===== config.mk =====
export PLATFORM = sky130hd
export DESIGN_NAME = instruction_fetch_unit
export DESIGN_NICKNAME = d
export VERILOG_FILES = /design/src/rtl/riscv_fetch_pkg.sv /design/src/rtl/instruction_fifo.sv /design/src/rtl/instruction_fetch_unit.sv
export SDC_FILE = /design/constraint.sdc
export NUM_CORES = 1
export LEC_CHECK = 0
export BUFFER_PORTS_ARGS = -buffer_cell sky130_fd_sc_hd__buf_2
export CORE_MARGIN = 2
export CORE_UTILIZATION = 45
export DETAILED_ROUTE_END_ITERATION = 7
export GPL_ROUTABILITY_DRIVEN = 1
export GPL_TIMING_DRIVEN = 0
export PLACE_DENSITY = 0.65
export SETUP_SLACK_MARGIN = 0.15
export SLEW_MARGIN = 20
export SYNTH_ARGS = -nofsm -noshare
export SYNTH_HDL_FRONTEND = slang
export SYNTH_SLANG_ARGS = --single-unit
export TNS_END_PERCENT = 100

===== constraint.sdc =====
create_clock -name clk_i -period 4.9 [get_ports clk_i]
set_input_delay 0 -clock clk_i [delete_from_list [all_inputs] [get_ports clk_i]]
set_output_delay 0 -clock clk_i [all_outputs]
set_load 0.05 [all_outputs]

===== src/rtl/riscv_fetch_pkg.sv =====
// riscv_fetch_pkg: fetch-stage types, opcode constants and opcode classifier.
package riscv_fetch_pkg;
    localparam int FETCH_ADDR_W = 64;
    localparam int FETCH_ILEN   = 32;
    localparam int FETCH_TYPE_W = 3;

    localparam logic [2:0] R_TYPE       = 3'd0;
    localparam logic [2:0] I_TYPE       = 3'd1;
    localparam logic [2:0] S_TYPE       = 3'd2;
    localparam logic [2:0] SB_TYPE      = 3'd3;
    localparam logic [2:0] U_TYPE       = 3'd4;
    localparam logic [2:0] UJ_TYPE      = 3'd5;
    localparam logic [2:0] ILLEGAL_TYPE = 3'd7;

    localparam logic [6:0] OP_OP     = 7'b0110011;
    localparam logic [6:0] OP_OP_32  = 7'b0111011;
    localparam logic [6:0] OP_LOAD   = 7'b0000011;
    localparam logic [6:0] OP_IMM    = 7'b0010011;
    localparam logic [6:0] OP_IMM_32 = 7'b0011011;
    localparam logic [6:0] OP_JALR   = 7'b1100111;
    localparam logic [6:0] OP_SYSTEM = 7'b1110011;
    localparam logic [6:0] OP_STORE  = 7'b0100011;
    localparam logic [6:0] OP_BRANCH = 7'b1100011;
    localparam logic [6:0] OP_LUI    = 7'b0110111;
    localparam logic [6:0] OP_AUIPC  = 7'b0010111;
    localparam logic [6:0] OP_JAL    = 7'b1101111;

    typedef enum logic [1:0] {IDLE, REQ, WAIT, DROP} fetch_state_t;

    typedef struct packed {
        logic [FETCH_ADDR_W-1:0] pc;
        logic [FETCH_ILEN-1:0]   instruction;
        logic [FETCH_TYPE_W-1:0] itype;
    } fetch_entry_t;

    function automatic logic [2:0] classify_opcode(input logic [6:0] op);
        case (op)
            OP_OP, OP_OP_32:                                     return R_TYPE;
            OP_LOAD, OP_IMM, OP_IMM_32, OP_JALR, OP_SYSTEM:      return I_TYPE;
            OP_STORE:                                            return S_TYPE;
            OP_BRANCH:                                           return SB_TYPE;
            OP_LUI, OP_AUIPC:                                    return U_TYPE;
            OP_JAL:                                              return UJ_TYPE;
            default:                                             return ILLEGAL_TYPE;
        endcase
    endfunction
endpackage


===== src/rtl/instruction_fifo.sv =====
// instruction_fifo: entry buffer accepting 0/1/2 pushes and one pop per cycle, with flush.
module instruction_fifo import riscv_fetch_pkg::*; #(
    parameter int DEPTH = 4
) (
    input  logic                     clk_i,
    input  logic                     reset_n_i,
    input  logic                     flush_i,
    input  logic [1:0]               push_n_i,
    input  fetch_entry_t             push0_i,
    input  fetch_entry_t             push1_i,
    input  logic                     pop_i,
    output fetch_entry_t             head_o,
    output logic [$clog2(DEPTH):0]   count_o
);
    localparam int PW = $clog2(DEPTH);
    localparam int CW = PW + 1;

    fetch_entry_t   mem_q [DEPTH];
    logic [PW-1:0]  wp_q, rp_q;
    logic [CW-1:0]  count_q;
    logic           pop;

    assign pop     = pop_i && count_q != '0;
    assign head_o  = mem_q[rp_q];
    assign count_o = count_q;

    always_ff @(posedge clk_i or negedge reset_n_i) begin
        if (!reset_n_i) begin
            wp_q    <= '0;
            rp_q    <= '0;
            count_q <= '0;
            for (int i = 0; i < DEPTH; i++) mem_q[i] <= '0;
        end else if (flush_i) begin
            wp_q    <= '0;
            rp_q    <= '0;
            count_q <= '0;
        end else begin
            if (push_n_i != 2'd0) mem_q[wp_q] <= push0_i;
            if (push_n_i == 2'd2) mem_q[wp_q + PW'(1)] <= push1_i;
            wp_q    <= wp_q + PW'(push_n_i);
            rp_q    <= rp_q + PW'(pop);
            count_q <= count_q + CW'(push_n_i) - CW'(pop);
        end
    end

    // The upstream request gate must keep every push within the free slots.
    assert property (@(posedge clk_i) disable iff (!reset_n_i)
        flush_i || int'(push_n_i) + int'(count_q) <= DEPTH + int'(pop));
endmodule


===== src/rtl/instruction_fetch_unit.sv =====
// instruction_fetch_unit: issues aligned two-instruction reads from PC, classifies and
// buffers instructions for decode; redirect flushes buffered and in-flight work.
module instruction_fetch_unit import riscv_fetch_pkg::*; #(
    parameter int ADDR_WIDTH         = FETCH_ADDR_W,
    parameter int BUS_DATA_WIDTH     = 64,
    parameter int INSTRUCTION_LENGTH = FETCH_ILEN,
    parameter int TYPE_WIDTH         = FETCH_TYPE_W,
    parameter int FIFO_DEPTH         = 4
) (
    input  logic                          clk_i,
    input  logic                          reset_n_i,
    input  logic [ADDR_WIDTH-1:0]         entry_i,
    output logic                          req_valid_o,
    output logic [ADDR_WIDTH-1:0]         req_addr_o,
    input  logic                          req_ready_i,
    input  logic                          resp_valid_i,
    input  logic [BUS_DATA_WIDTH-1:0]     resp_data_i,
    input  logic                          redirect_valid_i,
    input  logic [ADDR_WIDTH-1:0]         redirect_pc_i,
    output logic                          instr_valid_o,
    input  logic                          instr_ready_i,
    output logic [INSTRUCTION_LENGTH-1:0] instruction_o,
    output logic [TYPE_WIDTH-1:0]         instruction_type_o,
    output logic [ADDR_WIDTH-1:0]         instr_pc_o
);
    localparam int CW = $clog2(FIFO_DEPTH) + 1;

    fetch_state_t           state_q, state_d;
    logic [ADDR_WIDTH-1:0]  fetch_pc_q, fetch_pc_d, aligned;
    logic [CW-1:0]          count;
    logic [1:0]             push_n;
    logic                   flush, pop;
    fetch_entry_t           lo, hi, head;

    assign aligned = {fetch_pc_q[ADDR_WIDTH-1:3], 3'b0};
    assign lo = '{pc: fetch_pc_q, instruction: resp_data_i[31:0],
                  itype: classify_opcode(resp_data_i[6:0])};
    assign hi = '{pc: aligned + ADDR_WIDTH'(4), instruction: resp_data_i[63:32],
                  itype: classify_opcode(resp_data_i[38:32])};

    // A beat is only requested when both of its instructions are guaranteed a slot.
    assign req_valid_o        = state_q == REQ && count <= CW'(FIFO_DEPTH - 2);
    assign req_addr_o         = aligned;
    assign flush              = redirect_valid_i && state_q != IDLE;
    assign pop                = instr_ready_i && !flush;
    assign instr_valid_o      = count != '0;
    assign instruction_o      = head.instruction;
    assign instruction_type_o = head.itype;
    assign instr_pc_o         = head.pc;

    always_comb begin
        state_d    = state_q;
        fetch_pc_d = fetch_pc_q;
        push_n     = 2'd0;
        case (state_q)
            IDLE: begin
                state_d    = REQ;
                fetch_pc_d = entry_i;
            end
            REQ: if (req_valid_o && req_ready_i) state_d = redirect_valid_i ? DROP : WAIT;
            WAIT: begin
                if (redirect_valid_i) state_d = resp_valid_i ? REQ : DROP;
                else if (resp_valid_i) begin
                    state_d    = REQ;
                    push_n     = fetch_pc_q[2] ? 2'd1 : 2'd2;
                    fetch_pc_d = aligned + ADDR_WIDTH'(8);
                end
            end
            default: if (resp_valid_i) state_d = REQ;
        endcase
        if (flush) fetch_pc_d = redirect_pc_i;
    end

    always_ff @(posedge clk_i or negedge reset_n_i) begin
        if (!reset_n_i) begin
            state_q    <= IDLE;
            fetch_pc_q <= '0;
        end else begin
            state_q    <= state_d;
            fetch_pc_q <= fetch_pc_d;
        end
    end

    instruction_fifo #(.DEPTH(FIFO_DEPTH)) u_fifo (
        .clk_i    (clk_i),
        .reset_n_i(reset_n_i),
        .flush_i  (flush),
        .push_n_i (push_n),
        .push0_i  (fetch_pc_q[2] ? hi : lo),
        .push1_i  (hi),
        .pop_i    (pop),
        .head_o   (head),
        .count_o  (count)
    );
endmodule


==> impl_metrics.csv <==
group,metric,value,unit
run_status,status,"complete, no violations",
synth,synth_area,24900,sq um
route,vias,24629,
die,die_h,239,um
sta,fin_crit,3.91,ns
clock_tree,cts_max_level,2,
placed_design,numPortBuffers,357,
sta,fmax,255,MHz
route,avgRoutedWirePerCell,25.0,um
synth,seq_area_frac_synth,0.471,
placed_design,dp_slack,1.11,ns
clock_tree,cts_root_buf,"clkbuf_16",
sta,fin_ws,0.985,ns
synth,synth.distinct_cells,77,
route,viasPerCell,6.15,
synth,synth.most_common_cell,"nand2_1",
synth,synth-seq-cells,469,
synth,ys_top_cells_by_count,"nand2_1 (559), dfrtp_1 (469), nor2_1 (190)",
critical_path,r2r_start,"state_q[0]",
critical_path,critPathRequiredTime,5.35,ns
cells_and_area,drive_above_1_share,0.233,
critical_path,end_kind,"flop",
pwr,switching_share,0.441,
synth,synthFlopType,"dfrtp_1",
clock_tree,cts_tree,"done",
cells_and_area,nets,3464,
sta,tightest_slew,1.11,ns
critical_path,crit_start,"state_q[0]",
clock_tree,path_clk_slew,0.06,ns
clock_tree,cts_sinks,469,
critical_path,critical_path_class,"reg -> reg",
synth,yosysTopAreaCellShare,0.471,
sta,fin_tns_setup,0,ns
cells_and_area,num_antenna_cells,0,
pwr,ir_worst_vdd,0.375,mV
die,num_rows,86,
synth,yosys_warnings,0,
global_route,grt_pass1_wl,147000,um
synth,syn_inst,2608,
route,ant_nets,0,
die,die_x,239,um
route,finalWirelength,100000,um
clock_tree,cts_buffers,52,
job,maxCapViolations,0,
sta,finalHoldViolCount,0,
pwr,power_frac_comb,0.469,
global_route,antenna_found_initial,5,
worst_hold_path,min-delay-start,"entry_i[10]",
synth,syn_area_per_cell,9.55,sq um
critical_path,start_kind,"flop",
placed_design,dp_hpwl,69900,um
die,core,54900,sq um
sta,relSlewSlack,0.258,
cells_and_area,multiInputGateArea,11500,sq um
pwr,clock_power_share,0.227,
die,ioPinCount,363,
clock_tree,postCtsSetupBuffers,0,
placed_design,gp_congestion,0.943,
global_route,grt-ovfl-total,0,
route,firstDrtPassIters,6,
sta,fin_crit_sh,0.799,
synth,synth_top_cell_by_area,"dfrtp_1",
die,die_area,57300,sq um
critical_path,arrival,4.36,ns
cells_and_area,n_fill_cell,4771,
global_route,grt_pass1_vias,23999,
sta,clock_skew,0.0246,ns
pwr,p_sw,7.79,mW
critical_path,cp_max_fo,10,
route,post-route-drc-count,0,
pwr,pwr_density_cell,555,nW/um^2
pwr,p_int,9.86,mW
global_route,grt_max_degree,98,
sta,rsz0062_at_grt,"false",
pwr,total_leakage_power,15.0,nW
synth,synthTopCellsByArea,"dfrtp_1 (47%), mux4_2 (9.0%), nand2_1 (8.4%)",
synth,synthArstFlopShare,1.00,
sta,setup_viol,0,
global_route,grt_usage,0.344,
clock_tree,clock_latency,0.62,ns
cells_and_area,final_util,0.580,
cells_and_area,area_growth,27.7,%
sta,finalMaxSlewViolations,0,
synth,synth_edf_count,0,
clock_tree,clockBufferDepth,3,
route,drtIter0Drc,2739,
pwr,p_total,17.6,mW
die,initial_core_util,0.454,
cells_and_area,area.sequential,11700,sq um
pwr,pwr-share-seq,0.304,
worst_hold_path,hp-class,"in -> reg",
final cells by class:
cell class	instances	share of cell area
clock buffers	79	0.0479
clock inverters	14	0.00582
flip-flops and latches	469	0.369
multi-input cells	1814	0.362
inverters	20	0.00236
plain buffers	307	0.0499
repair buffers	595	0.135
well taps	704	0.0277
cell families (layout without fill, tap and decap cells):
family | count (synthesis) | after routing | share of synthesized area
mux | 164 | 164 | 0.119
xor+xnor | 33 | 33 | 0.0116
buf+inv | 327 | 1015 | 0.0667
fa+ha+maj | 7 | 7 | 0.00382
flops | 469 | 469 | 0.471
simple gates | 1001 | 1001 | 0.176
other cells | 1 | 3 | 0.000151
compound gates | 606 | 606 | 0.152
power groups by stage:
| stage | clock (mW) | combinational (mW) | sequential (mW) |
|---|---|---|---|
| after floorplan | 0 | 5.56 | 5.13 |
| after global placement | 0 | 7.51 | 5.35 |
| after detailed placement | 0 | 7.64 | 5.40 |
| after CTS | 4.03 | 8.15 | 5.33 |
| after global routing | 4.19 | 8.65 | 5.45 |
| final | 4.01 | 8.27 | 5.36 |
cell usage in the layout (no fill, tap or decap), types with 25 or more instances in the layout:
cell type and n:
xnor2_1 25, nand2_1 559, dlygate4sd3_1 230, o21ai_0 150
buf_2 416, mux4_2 99, clkbuf_16 53, buf_4 76
o21a_1 48, a211oi_1 38, dfrtp_1 469, nor2_1 189
and3_1 39, clkbuf_1 157, a21oi_1 105, mux2_2 61
nor3_1 36, nand3_1 95, o22ai_1 134
registers in the layout (all words and copies together) (netlist names):
name and cells:
u_fifo.mem_q 396, fetch_pc_q 64, u_fifo.count_o 3, state_q 2, u_fifo.rp_q 2, u_fifo.wp_q 2
path summary, 6_finish.rpt:
check	endpoint	slack, ns	depth (start not counted)
max in group asynchronous	u_fifo.mem_q[269]	2.85	7
min in group asynchronous	u_fifo.mem_q[290]	0.54	4
setup reg to reg	u_fifo.count_o[2]	0.99	13
hold reg to reg	u_fifo.mem_q[48]	0.46	2
setup / recovery	u_fifo.count_o[2]	0.99	13
hold / removal	fetch_pc_q[10]	0.03	5
layer usage:
metal	up-vias	global-route usage	routed length, um
met5	-	0	33
met2	1608	0.530	44900
li1	10495	-	-
met4	6	0.173	5420
met1	12204	0.466	39200
met3	316	0.0667	10500
per-stage QoR:
step                      cell area, sq um  std cells  hold WS, ns
final                                31800       4002       0.0266
after global placement               27600       3671        0.237
after CTS                            31800       4002      0.00738
after floorplan                      24900       2610       -0.296
after detailed placement             27800       3678      -0.0923
after global routing                 31800       4002       0.0787
timing repair:
item | CTS | global route
hold buffers | 231 | 0
hold endpoints to repair | 392 | 0
gates resized for setup | 0 | 0
setup endpoints to repair | 0 | 0
worst max-delay path, stage by stage (launching register included):
cell and delay, ns:
dfrtp_1 0.35, clkbuf_1 0.19, o21ai_1 0.83, clkbuf_1 0.55, buf_4 0.35, and3_1 0.23, ha_1 0.24, inv_1 0.06
ha_1 0.13, inv_1 0.05, fa_1 0.37, xnor2_1 0.18, xnor2_1 0.15, nor2_1 0.07
Note: power is estimated with default switching activity, not from simulation.
